$ cat src/rtl/wb_mux_pkg.sv
// Shared definitions for the write-back source selector: handshake state
// encoding, legal source-count range and the select range check.
package wb_mux_pkg;

  typedef enum logic [1:0] {
    EMPTY = 2'd0,
    ONE   = 2'd1,
    FULL  = 2'd2
  } state_e;

  localparam int NUM_SRC_MIN = 2;
  localparam int NUM_SRC_MAX = 16;

  function automatic logic sel_in_range(input int sel, input int num_src);
    return (sel < num_src);
  endfunction

endpackage

$ cat src/rtl/wb_skid_reg.sv
// Two-entry skid register with valid/ready on both sides. The upstream ready
// is decoded from state only, so there is no combinational path from downstream.
module wb_skid_reg
  import wb_mux_pkg::*;
#(
  parameter int W = 8
) (
  input  logic         clk,
  input  logic         rst_n,
  input  logic         i_in_valid,
  output logic         o_in_ready,
  input  logic [W-1:0] i_in_data,
  output logic         o_out_valid,
  input  logic         i_out_ready,
  output logic [W-1:0] o_out_data
);

  state_e       r_state;
  state_e       w_state_nxt;
  logic         w_acc;
  logic         w_xfer;
  logic         w_load_main;
  logic         w_load_skid;
  logic         w_main_from_skid;
  logic [W-1:0] r_main;
  logic [W-1:0] r_skid;

  always_ff @(posedge clk or negedge rst_n) begin
    if (!rst_n) begin
      r_state <= EMPTY;
    end else begin
      r_state <= w_state_nxt;
    end
  end

  always_comb begin
    w_state_nxt = r_state;
    unique case (r_state)
      EMPTY: if (w_acc) w_state_nxt = ONE;
      ONE: begin
        if (w_acc && !w_xfer)      w_state_nxt = FULL;
        else if (!w_acc && w_xfer) w_state_nxt = EMPTY;
      end
      FULL:    if (w_xfer) w_state_nxt = ONE;
      default: w_state_nxt = EMPTY;
    endcase
  end

  // Main always drives the outputs; skid only absorbs the one result that
  // arrives while main is stalled.
  always_comb begin
    o_in_ready       = (r_state != FULL);
    o_out_valid      = (r_state != EMPTY);
    w_acc            = i_in_valid && (r_state != FULL);
    w_xfer           = i_out_ready && (r_state != EMPTY);
    w_load_main      = 1'b0;
    w_load_skid      = 1'b0;
    w_main_from_skid = 1'b0;
    unique case (r_state)
      EMPTY:   w_load_main      = w_acc;
      ONE: begin
        w_load_main = w_acc && w_xfer;
        w_load_skid = w_acc && !w_xfer;
      end
      FULL:    w_main_from_skid = w_xfer;
      default: ;
    endcase
  end

  always_ff @(posedge clk or negedge rst_n) begin
    if (!rst_n) begin
      r_main <= '0;
      r_skid <= '0;
    end else begin
      if (w_load_main)           r_main <= i_in_data;
      else if (w_main_from_skid) r_main <= r_skid;
      if (w_load_skid)           r_skid <= i_in_data;
    end
  end

  assign o_out_data = r_main;

endmodule

$ cat src/rtl/wb_src_mux.sv
// Write-back source selector: picks one of NUM_SRC buses at accept, flags
// out-of-range selects in a sticky error bit and delivers through a skid stage.
module wb_src_mux
  import wb_mux_pkg::*;
#(
  parameter int DATA_W  = 8,
  parameter int NUM_SRC = 3,
  parameter int SEL_W   = $clog2(NUM_SRC)
) (
  input  logic                      clk,
  input  logic                      rst_n,
  input  logic                      in_valid,
  output logic                      in_ready,
  input  logic [SEL_W-1:0]          in_sel,
  input  logic [NUM_SRC*DATA_W-1:0] in_data,
  output logic                      out_valid,
  input  logic                      out_ready,
  output logic [DATA_W-1:0]         out_data,
  output logic [SEL_W-1:0]          out_src,
  output logic                      err_sel,
  input  logic                      err_clr
);

  localparam int PL_W = DATA_W + SEL_W;

  if (NUM_SRC < NUM_SRC_MIN || NUM_SRC > NUM_SRC_MAX) begin : g_bad_num_src
    $error("wb_src_mux: NUM_SRC out of legal range");
  end

  logic              w_in_range;
  logic              w_accept;
  logic [DATA_W-1:0] w_sel_data;
  logic [PL_W-1:0]   w_out_payload;
  logic              r_err_sel;

  // Unmatched selects fall through to zero data.
  always_comb begin
    w_sel_data = '0;
    for (int k = 0; k < NUM_SRC; k++) begin
      if (in_sel == SEL_W'(k)) w_sel_data = in_data[k*DATA_W +: DATA_W];
    end
  end

  assign w_in_range = sel_in_range(32'(in_sel), NUM_SRC);
  assign w_accept   = in_valid && in_ready;

  // Set takes priority over clear so an error in the clearing cycle is kept.
  always_ff @(posedge clk or negedge rst_n) begin
    if (!rst_n) begin
      r_err_sel <= 1'b0;
    end else if (w_accept && !w_in_range) begin
      r_err_sel <= 1'b1;
    end else if (err_clr) begin
      r_err_sel <= 1'b0;
    end
  end

  wb_skid_reg #(
    .W (PL_W)
  ) u_skid (
    .clk         (clk),
    .rst_n       (rst_n),
    .i_in_valid  (in_valid),
    .o_in_ready  (in_ready),
    .i_in_data   ({w_sel_data, in_sel}),
    .o_out_valid (out_valid),
    .i_out_ready (out_ready),
    .o_out_data  (w_out_payload)
  );

  assign out_data = w_out_payload[PL_W-1 -: DATA_W];
  assign out_src  = w_out_payload[SEL_W-1:0];
  assign err_sel  = r_err_sel;

endmodule

$ cat config.mk
export PLATFORM = sky130hd
export DESIGN_NAME = wb_src_mux
export DESIGN_NICKNAME = d
export VERILOG_FILES = /design/src/rtl/wb_mux_pkg.sv /design/src/rtl/wb_skid_reg.sv /design/src/rtl/wb_src_mux.sv
export SDC_FILE = /design/constraint.sdc
export NUM_CORES = 1
export LEC_CHECK = 0
export CORE_AREA = 2 2 54 56
export CTS_BUF_LIST = sky130_fd_sc_hd__clkbuf_8
export CTS_CLUSTER_SIZE = 12
export DETAILED_ROUTE_END_ITERATION = 8
export DIE_AREA = 0 0 56 58
export GPL_ROUTABILITY_DRIVEN = 0
export PLACE_DENSITY = 0.85
export RECOVER_POWER = 25
export SETUP_SLACK_MARGIN = 0.5
export SLEW_MARGIN = 20
export SYNTH_ARGS = -nofsm -noshare
export SYNTH_HDL_FRONTEND = slang
export SYNTH_SLANG_ARGS = --single-unit
$ cat constraint.sdc
create_clock -name clk -period 3.35 [get_ports clk]
set_input_delay 1.005 -clock clk [delete_from_list [all_inputs] [get_ports clk]]
set_output_delay 1.005 -clock clk [all_outputs]
set_load 0.02 [all_outputs]
==> impl_metrics.py, run 1 <==
metrics = {
    "logic_synthesis": {
        "yosysSeqAreaShare_pct": 44.6,
        "synthCells": 131,
        "syn_nets": 162,
        "netlist.area_leader.share_pct": 44.6,
        "synth_top_cell_by_area": "dfrtp_1",
        "synth-seq-cells": 23,
        "ys_types": 32,
        "synthesis.area_um2": 1290,
        "synth_area_leaders": "dfrtp_1 45%, nand2_1 8.1%, mux2i_1 7.0%, a32oi_1 4.7%, a31oi_1 4.4%",
        "avgSynthCellArea_um2": 9.86,
        "yosysWarnings": 0,
    },
    "grt": {
        "grt_use_total_pct": 21.7,
        "grt_pass1_vias": 1254,
        "grt_pass1_wl_um": 5460,
        "grt_max_degree": 24,
        "antenna_found_initial": 0,
        "grt_overflow": 0,
    },
    "final_layout": {
        "antenna_cells": 0,
        "layout_common_cells": "42 x clkdlybuf4s50_1, 28 x nand2_1, 23 x dfrtp_1",
        "fin_nets": 206,
        "nFillCells": 230,
        "area_delta_synth_final_pct": 37.1,
        "seq_area_um2": 576,
        "final_common_cell": "clkdlybuf4s50_1",
        "layout-drive-gt1-share_pct": 9.20,
        "layout.cells.non_filler": 205,
        "multi_input_area_um2": 636,
    },
    "placed_design": {
        "placed_cells": 201,
        "dp_hpwl_um": 2310,
        "portBuffers": 43,
    },
    "cts": {
        "clock_latency_ns": 0.27,
        "cts.repair.resized": 0,
        "postCtsHoldBufs": 0,
        "htree_levels": 1,
        "clk_pin_slew_ns": 0.08,
        "tritoncts": "done",
        "cts_sinks": 23,
        "cts_root_buf": "clkbuf_8",
        "clock_path_buffers": 2,
        "post_cts_buffers": 0,
        "numCtsBuffers": 3,
    },
    "critical_path": {
        "cp_data_required_time_ns": 2.34,
        "crit_path_start": "u_skid.r_state[1]",
        "crit_path_start_kind": "flip-flop",
        "cp_cell_sequence": "or2_2 -> clkdlybuf4s50_1",
        "cp_max_fo": 8,
        "reg2reg_setup_slack_ns": 1.77,
        "critical_path.slowest_cell": "clkdlybuf4s50_1",
        "cpPeakStageDelay_ns": 0.54,
        "worst-setup-path-type": "flip-flop to output port",
        "arrival_ns": 1.56,
        "r2r_start": "u_skid.r_state[1]",
        "worstReg2RegEnd": "u_skid.r_skid[5]",
        "cp-end-kind": "output port",
        "ff2ff_path_depth": 4,
    },
    "floorplanning": {
        "initial_utilization_pct": 48.5,
        "die_y_um": 58,
        "coreArea_um2": 2660,
        "dieArea_um2": 3250,
        "die_w_um": 56,
        "placementRows": 19,
        "ios": 44,
    },
    "pwr": {
        "pwr-share-clk_pct": 16.9,
        "intPower_uw": 669,
        "switching_power_uw": 344,
        "share_comb_of_total_power_pct": 39.9,
        "ir_drop_uv": 456,
        "powerDensity_nw_per_um2": 572,
        "sw_frac_of_total_pct": 33.9,
        "p_seq_share_pct": 43.2,
        "p_leak_uw": 0.000724,
    },
    "sta": {
        "fin_crit_ns": 2.56,
        "fin_skew_ns": 0.00406,
        "holdWs_ns": 0.517,
        "tns_ns": 0,
        "min_period_over_period_pct": 76.5,
        "worst_slew_pin_slew_ns": 1.24,
        "setup_violations": 0,
        "rsz0062_at_grt": "no",
        "max_freq_ghz": 0.390,
        "hold_violations": 0,
        "drv_slew": 0,
        "max_slew_margin_pct": 17.2,
    },
    "detailed_routing": {
        "wirelength_um": 3250,
        "ant_nets": 0,
        "drt-wirelength-per-cell_um": 15.9,
        "via_per_inst": 5.78,
        "drc": 0,
        "drt_iter0_markers": 28,
        "vias": 1184,
        "dr.pass1.iters": 4,
    },
    "status": {
        "status": "finished, final reports clean",
    },
    "worst_hold_path": {
        "hold_path_depth": 2,
        "hp-class": "flip-flop to flip-flop",
        "min_delay_worst_endpoint": "err_sel",
        "min_from": "err_sel",
    },
    "flow_run": {
        "cap_violations": 0,
    },
}
## critical path: cells and delay by family, from the launching register on
| kind | cells | cell delay, ns |
|---|---|---|
| simple gates | 1 | 0.31 |
| flops | 1 | 0.44 |
| buf+inv | 1 | 0.54 |
## per-stage QoR
stage          power [µW]  worst slack (ns)  util, %  cell area, µm²
3_5_place_dp          847             0.661     64.9            1730
3_3_place_gp          828             0.698     64.9            1730
4_1_cts              1020             0.786     66.6            1770
6_report             1010             0.788     66.5            1770
5_1_grt              1070             0.720     66.5            1770
2_1_floorplan         668              1.51        -            1290
## registers in the layout (all words and copies together), names as in the netlist
register,flops
u_skid.r_state,2
err_sel,1
u_skid.r_skid,10
u_skid.o_out_data,10
## Yosys cell counts (all sizes together)
cell type	count
inv	1
and3b	1
and4bb	1
a21boi	1
nor2	8
o22ai	1
a31oi	10
or2	10
buf	8
mux2	2
o21bai	1
nand4	1
nand2b	2
clkbuf	2
nand2	28
a211oi	8
a32oi	8
o21ai	1
mux2i	9
dfrtp	23
nor2b	2
nand3b	1
nor3	2
## routing by layer
layer | part of all wire (%) | up-vias | GRT usage (%)
li1 | - | 555 | -
met1 | 40 | 565 | 26.6
met2 | 52 | 53 | 37.5
met3 | 6.2 | 11 | 4.02
met4 | 1.9 | 0 | 9.86
met5 | 0 | - | 0
## worst max-delay path by stage
stage          slack, ns                   end  cells after the start
6_report            0.79             out_valid                      2
5_1_grt             0.72             out_valid                      2
4_1_cts             0.79             out_valid                      2
3_5_place_dp        0.66      u_skid.r_skid[5]                      5
3_3_place_gp        0.70      u_skid.r_skid[4]                      5
2_1_floorplan       1.51  u_skid.o_out_data[8]                      5
## cells by family (layout without fill, tap and decap cells)
| logic type | Yosys count | after routing | share of synthesized area (%) |
|---|---|---|---|
| muxes | 11 | 11 | 9.30 |
| buffers and inverters | 11 | 54 | 6.20 |
| and+or+nand+nor | 56 | 56 | 21.5 |
| AOI/OAI and AO/OA | 30 | 30 | 18.4 |
| DFF | 23 | 23 | 44.6 |
## power groups by stage
stage | clock network, µW | logic [µW] | registers (µW)
finish | 171 | 405 | 437
global route | 186 | 437 | 450
floorplan | 0 | 189 | 479
global placement | 0 | 393 | 436
CTS | 171 | 408 | 437
detailed placement | 0 | 404 | 443
## final cells by class
cell class	instances	area share [%]
Clock buffer	3	2.33
Clock inverter	1	0.212
Inverter	1	0.212
Multi-Input combinational cell	97	35.9
Sequential cell	23	32.5
Tap cell	31	2.19
Timing Repair Buffer	49	26.6
Power figures use the tool's default switching activity.
==> run 2, diff against run 1 <==
--- a/config.mk
+++ b/config.mk
@@ -5,13 +5,13 @@
 export SDC_FILE = /design/constraint.sdc
 export NUM_CORES = 1
 export LEC_CHECK = 0
-export CORE_AREA = 2 2 54 56
+export CORE_AREA = 2 2 59 61
 export CTS_BUF_LIST = sky130_fd_sc_hd__clkbuf_8
 export CTS_CLUSTER_SIZE = 12
 export DETAILED_ROUTE_END_ITERATION = 8
-export DIE_AREA = 0 0 56 58
+export DIE_AREA = 0 0 61 63
 export GPL_ROUTABILITY_DRIVEN = 0
-export PLACE_DENSITY = 0.85
+export PLACE_DENSITY = 0.75
 export RECOVER_POWER = 25
 export SETUP_SLACK_MARGIN = 0.5
 export SLEW_MARGIN = 20
==> constraint.sdc (replaced) <==
create_clock -name clk -period 2.1 [get_ports clk]
set_input_delay 0.63 -clock clk [delete_from_list [all_inputs] [get_ports clk]]
set_output_delay 0.63 -clock clk [all_outputs]
set_load 0.02 [all_outputs]
==> run 2 against run 1 <==
Compared with the run above:
- worst hold slack better by 0.015 ns
- power is 61% higher
- setup slack worse by 0.39 ns
- register-to-register slack worse by 1.1 ns
- first-iteration DRC count rose by 18%
- sequential share of layout area shrank 2.2 points
- wire length grew 6.7%
- clock skew about the same
- sequential cell count stayed put
- via count increased by 1.3%
- sequential power rose by 59%
- critical path type unchanged
==> impl_metrics.py, run 2 (synthesis gave the netlist of run 1 again) <==
metrics = {
    "floorplanning": {
        "ios": 44,
        "placementRows": 21,
        "die_w_um": 61,
        "initial_utilization_pct": 40.0,
        "dieArea_um2": 3840,
        "coreArea_um2": 3230,
        "die_y_um": 63,
    },
    "cts": {
        "tritoncts": "done",
        "numCtsBuffers": 3,
        "clock_path_buffers": 2,
        "htree_levels": 1,
        "clock_latency_ns": 0.26,
        "cts_root_buf": "clkbuf_8",
        "clk_pin_slew_ns": 0.08,
        "cts_sinks": 23,
    },
    "flow_run": {
        "cap_violations": 0,
    },
    "detailed_routing": {
        "dr.pass1.iters": 4,
        "ant_nets": 0,
        "drc": 0,
        "wirelength_um": 3470,
        "via_per_inst": 5.15,
        "drt-wirelength-per-cell_um": 14.9,
        "drt_iter0_markers": 33,
        "vias": 1199,
    },
    "grt": {
        "antenna_found_initial": 0,
        "grt_pass1_vias": 1162,
        "grt_pass1_wl_um": 5450,
        "grt_max_degree": 24,
        "grt_overflow": 0,
        "grt_use_total_pct": 18.5,
    },
    "final_layout": {
        "fin_nets": 219,
        "layout_common_cells": "28 x nand2_1, 26 x clkdlybuf4s50_1, 22 x dfrtp_1",
        "antenna_cells": 0,
        "area_delta_synth_final_pct": 47.2,
        "layout-drive-gt1-share_pct": 25.7,
        "final_common_cell": "nand2_1",
    },
    "placed_design": {
        "portBuffers": 43,
        "dp_hpwl_um": 2460,
    },
    "sta": {
        "hold_violations": 0,
        "max_slew_margin_pct": 62.2,
        "fin_crit_ns": 1.70,
        "worst_slew_pin_slew_ns": 0.567,
        "setup_violations": 0,
        "max_freq_ghz": 0.588,
        "min_period_over_period_pct": 81.0,
        "drv_slew": 0,
        "tns_ns": 0,
        "fin_skew_ns": 0.00370,
        "rsz0062_at_grt": "yes",
    },
    "critical_path": {
        "worst-setup-path-type": "flip-flop to output port",
        "critical_path.slowest_cell": "dfrtp_2",
        "crit_path_start_kind": "flip-flop",
        "cp_max_fo": 4,
        "arrival_ns": 1.07,
        "cpPeakStageDelay_ns": 0.44,
        "cp_data_required_time_ns": 1.47,
        "cp_cell_sequence": "or2_4 -> buf_6",
        "cp-end-kind": "output port",
    },
    "pwr": {
        "ir_drop_uv": 448,
        "power_uw": 1630,
        "p_leak_uw": 0.000817,
        "powerDensity_nw_per_um2": 857,
    },
    "status": {
        "status": "finished, final reports clean",
    },
    "worst_hold_path": {
        "hp-class": "flip-flop to flip-flop",
    },
}
[run 2: cell count changes in the layout (fill, tap and decap cells not counted), moves of 2 or more]
cell	previous run	this run
clkbuf_2	0	8
buf_6	0	5
a211oi_2	1	4
clkdlybuf4s15_1	0	4
a211oi_1	7	4
buf_4	5	15
clkdlybuf4s50_1	42	26
or2_4	0	2
dlygate4sd2_1	0	3
[run 2: path summary, 6_finish.rpt]
path / from / end / slack (ns) / depth (start not counted)
min: err_sel / err_sel / 0.53 / 2
max in group asynchronous: rst_n / u_skid.r_state[1] / 0.82 / 2
min in group asynchronous: rst_n / u_skid.o_out_data[7] / 0.88 / 2
max: u_skid.r_state[1] / out_valid / 0.40 / 2
min reg2reg: err_sel / err_sel / 0.53 / 2
max reg2reg: u_skid.r_state[1] / u_skid.r_skid[1] / 0.69 / 4
[run 2: critical path: cells and delay by family (launching register included)]
family | cells | cell delay, ns
flip-flops | 1 | 0.44
AND/OR/NAND/NOR | 1 | 0.24
buffers and inverters | 1 | 0.13
[run 2: per-layer routing]
layer  up-vias  share of wire, %  track usage (%)
met5         -                 0                0
met4         0               2.0             6.79
met3         7               4.2             2.48
met2        40                48             29.6
met1       571                46             25.1
li1        581                 -                -
[run 2: timing repair]
item / 4_1_cts / 5_1_grt
hold buffers: 0 / 0
resized for setup: 33 / 27
gates cloned: 0 / 1
setup buffers: 3 / 2
endpoints found under the setup margin: 35 / 25
pin swaps: 1 / 2
[run 2: per-stage QoR]
step	area [µm²]	setup WS, ns	hold WS (ns)	util, %	cells
finish	1900	0.399	0.532	58.8	233
global route	1900	0.373	0.549	58.8	233
CTS	1870	0.295	0.528	57.7	230
detailed placement	1800	0.00975	0.512	55.7	223
global placement	1800	0.0526	0.503	55.7	223
floorplan	1290	0.640	0.334	-	131
[run 2: power breakdown]
group / internal, µW / switching, µW / leakage [µW]
logic: 330 / 326 / 0.000525
clock network: 130 / 145 / 0.0000269
registers: 601 / 96.4 / 0.000265
[run 2: layout make-up]
class,count,area (µm²)
clock inverters,1,3.75
flip-flops and latches,23,577
inverters,1,3.75
multi-input cells,97,672
clock buffers,3,41.3
repair buffers,62,546
well taps,46,57.6
fillers,295,1330
==> run 3, diff against run 2 <==
==> constraint.sdc (replaced) <==
create_clock -name clk -period 1.53 [get_ports clk]
set_input_delay 0.459 -clock clk [delete_from_list [all_inputs] [get_ports clk]]
set_output_delay 0.459 -clock clk [all_outputs]
set_load 0.02 [all_outputs]
==> run 3 against run 2 <==
Compared with the run above:
- die area is the same
- sequential cell count unchanged
- largest cell class unchanged
- wire length is 36% higher
- global-route usage is 5.2 points higher
- clock skew rose by 0.00078 ns
- design area is 22% higher
- worst hold slack better by 0.029 ns
- highest routed layer unchanged
- critical path depth is 4 higher
==> impl_metrics.py, run 3 (synthesis gave the netlist of run 1 again) <==
metrics = {
    "final_layout": {
        "antenna_cells": 0,
        "seq_area_um2": 576,
        "fin_nets": 234,
        "layout_common_cells": "25 x nand2_1, 25 x buf_6, 25 x clkdlybuf4s50_1",
        "layout-drive-gt1-share_pct": 44.1,
        "multi_input_area_um2": 840,
        "post-route-cell-area_um2": 2320,
        "nFillCells": 210,
        "area_delta_synth_final_pct": 79.4,
    },
    "cts": {
        "clock_latency_ns": 0.28,
        "numCtsBuffers": 3,
        "clock_path_buffers": 2,
        "cts_sinks": 23,
        "htree_levels": 1,
        "cts_root_buf": "clkbuf_8",
        "clk_pin_slew_ns": 0.09,
        "tritoncts": "done",
    },
    "floorplanning": {
        "placementRows": 21,
        "initial_utilization_pct": 40.0,
        "ios": 44,
        "die_y_um": 63,
        "dieArea_um2": 3840,
        "die_w_um": 61,
        "coreArea_um2": 3230,
    },
    "pwr": {
        "powerDensity_nw_per_um2": 1190,
        "ir_drop_uv": 729,
        "p_leak_uw": 0.000969,
    },
    "sta": {
        "setup_violations": 0,
        "fin_crit_ns": 1.53,
        "fin_skew_ns": 0.00447,
        "hold_violations": 0,
        "rsz0062_at_grt": "yes",
        "worst_slew_pin_slew_ns": 0.616,
        "holdWs_ns": 0.560,
        "max_freq_ghz": 0.656,
        "drv_slew": 0,
        "min_period_over_period_pct": 99.7,
        "max_slew_margin_pct": 58.9,
    },
    "critical_path": {
        "cp_max_fo": 5,
        "crit_path_start_kind": "flip-flop",
        "ff2ff_path_depth": 6,
        "cp-end-kind": "flip-flop",
        "worst-setup-path-type": "flip-flop to flip-flop",
        "arrival_ns": 1.71,
        "cp_data_required_time_ns": 1.72,
    },
    "grt": {
        "grt_overflow": 0,
        "grt_max_degree": 24,
        "grt_use_total_pct": 23.7,
        "antenna_found_initial": 0,
        "grt_pass1_vias": 1369,
        "grt_pass1_wl_um": 6690,
    },
    "placed_design": {
        "portBuffers": 43,
        "dp_hpwl_um": 2550,
        "place_area_um2": 1870,
    },
    "worst_hold_path": {
        "hp-class": "flip-flop to flip-flop",
        "hold_path_depth": 2,
    },
    "detailed_routing": {
        "vias": 1364,
        "wirelength_um": 4720,
        "ant_nets": 0,
        "drt-wirelength-per-cell_um": 19.0,
        "via_per_inst": 5.50,
        "dr.pass1.iters": 4,
        "drt_iter0_markers": 39,
        "drc": 0,
    },
    "status": {
        "status": "finished, final reports clean",
    },
    "flow_run": {
        "cap_violations": 0,
    },
}
## run 3: final timing paths
check                                  start                    to  slack, ns
max in group asynchronous              rst_n  u_skid.o_out_data[9]       0.42
max reg2reg                u_skid.r_state[1]  u_skid.o_out_data[9]      0.005
min                         u_skid.r_skid[7]      u_skid.r_skid[7]       0.56
min in group asynchronous              rst_n      u_skid.r_skid[1]       0.71
min reg2reg                 u_skid.r_skid[7]      u_skid.r_skid[7]       0.56
max                        u_skid.r_state[1]  u_skid.o_out_data[9]      0.005
## run 3: worst max-delay path: stages (launching register included)
cell and delay, ns:
dfrtp_1 0.42, buf_6 0.13, buf_6 0.11, nand2b_4 0.15, buf_6 0.13, or2_4 0.29
a32oi_1 0.22
## run 3: metrics by stage
step / total power (µW) / cells / util [%] / worst slack (ns) / TNS, ns
2_1_floorplan: 1490 / 131 / - / 0.273 / 0
3_3_place_gp: 1880 / 229 / 57.8 / -0.308 / -5.77
3_5_place_dp: 1920 / 229 / 57.8 / -0.333 / -6.42
4_1_cts: 2510 / 241 / 66.1 / 0.00706 / 0
5_1_grt: 2870 / 248 / 71.7 / -0.0593 / -0.186
6_report: 2750 / 248 / 71.7 / 0.00481 / 0
## run 3: per-layer routing
| layer | up-vias | global-route usage, % | wire, µm |
|---|---|---|---|
| li1 | 617 | - | - |
| met1 | 669 | 29.4 | 1890 |
| met2 | 64 | 39.8 | 2440 |
| met3 | 14 | 3.73 | 216 |
| met4 | 0 | 9.78 | 176 |
| met5 | - | 0 | 0 |
## run 3: layout make-up
cell class | count | share of cell area [%]
Multi-Input combinational cell | 98 | 36.3
Timing Repair Buffer | 76 | 34.1
Sequential cell | 23 | 24.9
Tap cell | 46 | 2.49
Clock buffer | 3 | 1.78
Clock inverter | 1 | 0.324
Inverter | 1 | 0.162
## run 3: power by group
group / switching [µW] / internal [µW] / leakage [µW]
logic: 594 / 737 / 0.000681
registers: 187 / 825 / 0.000266
clock network: 225 / 185 / 0.0000217
## run 3: repair_timing
item	4_1_cts	5_1_grt
buffers inserted	4	6
setup endpoints to repair	36	36
cloned	4	1
pin swaps	6	7
hold buffers	0	0
gates resized for setup	117	27
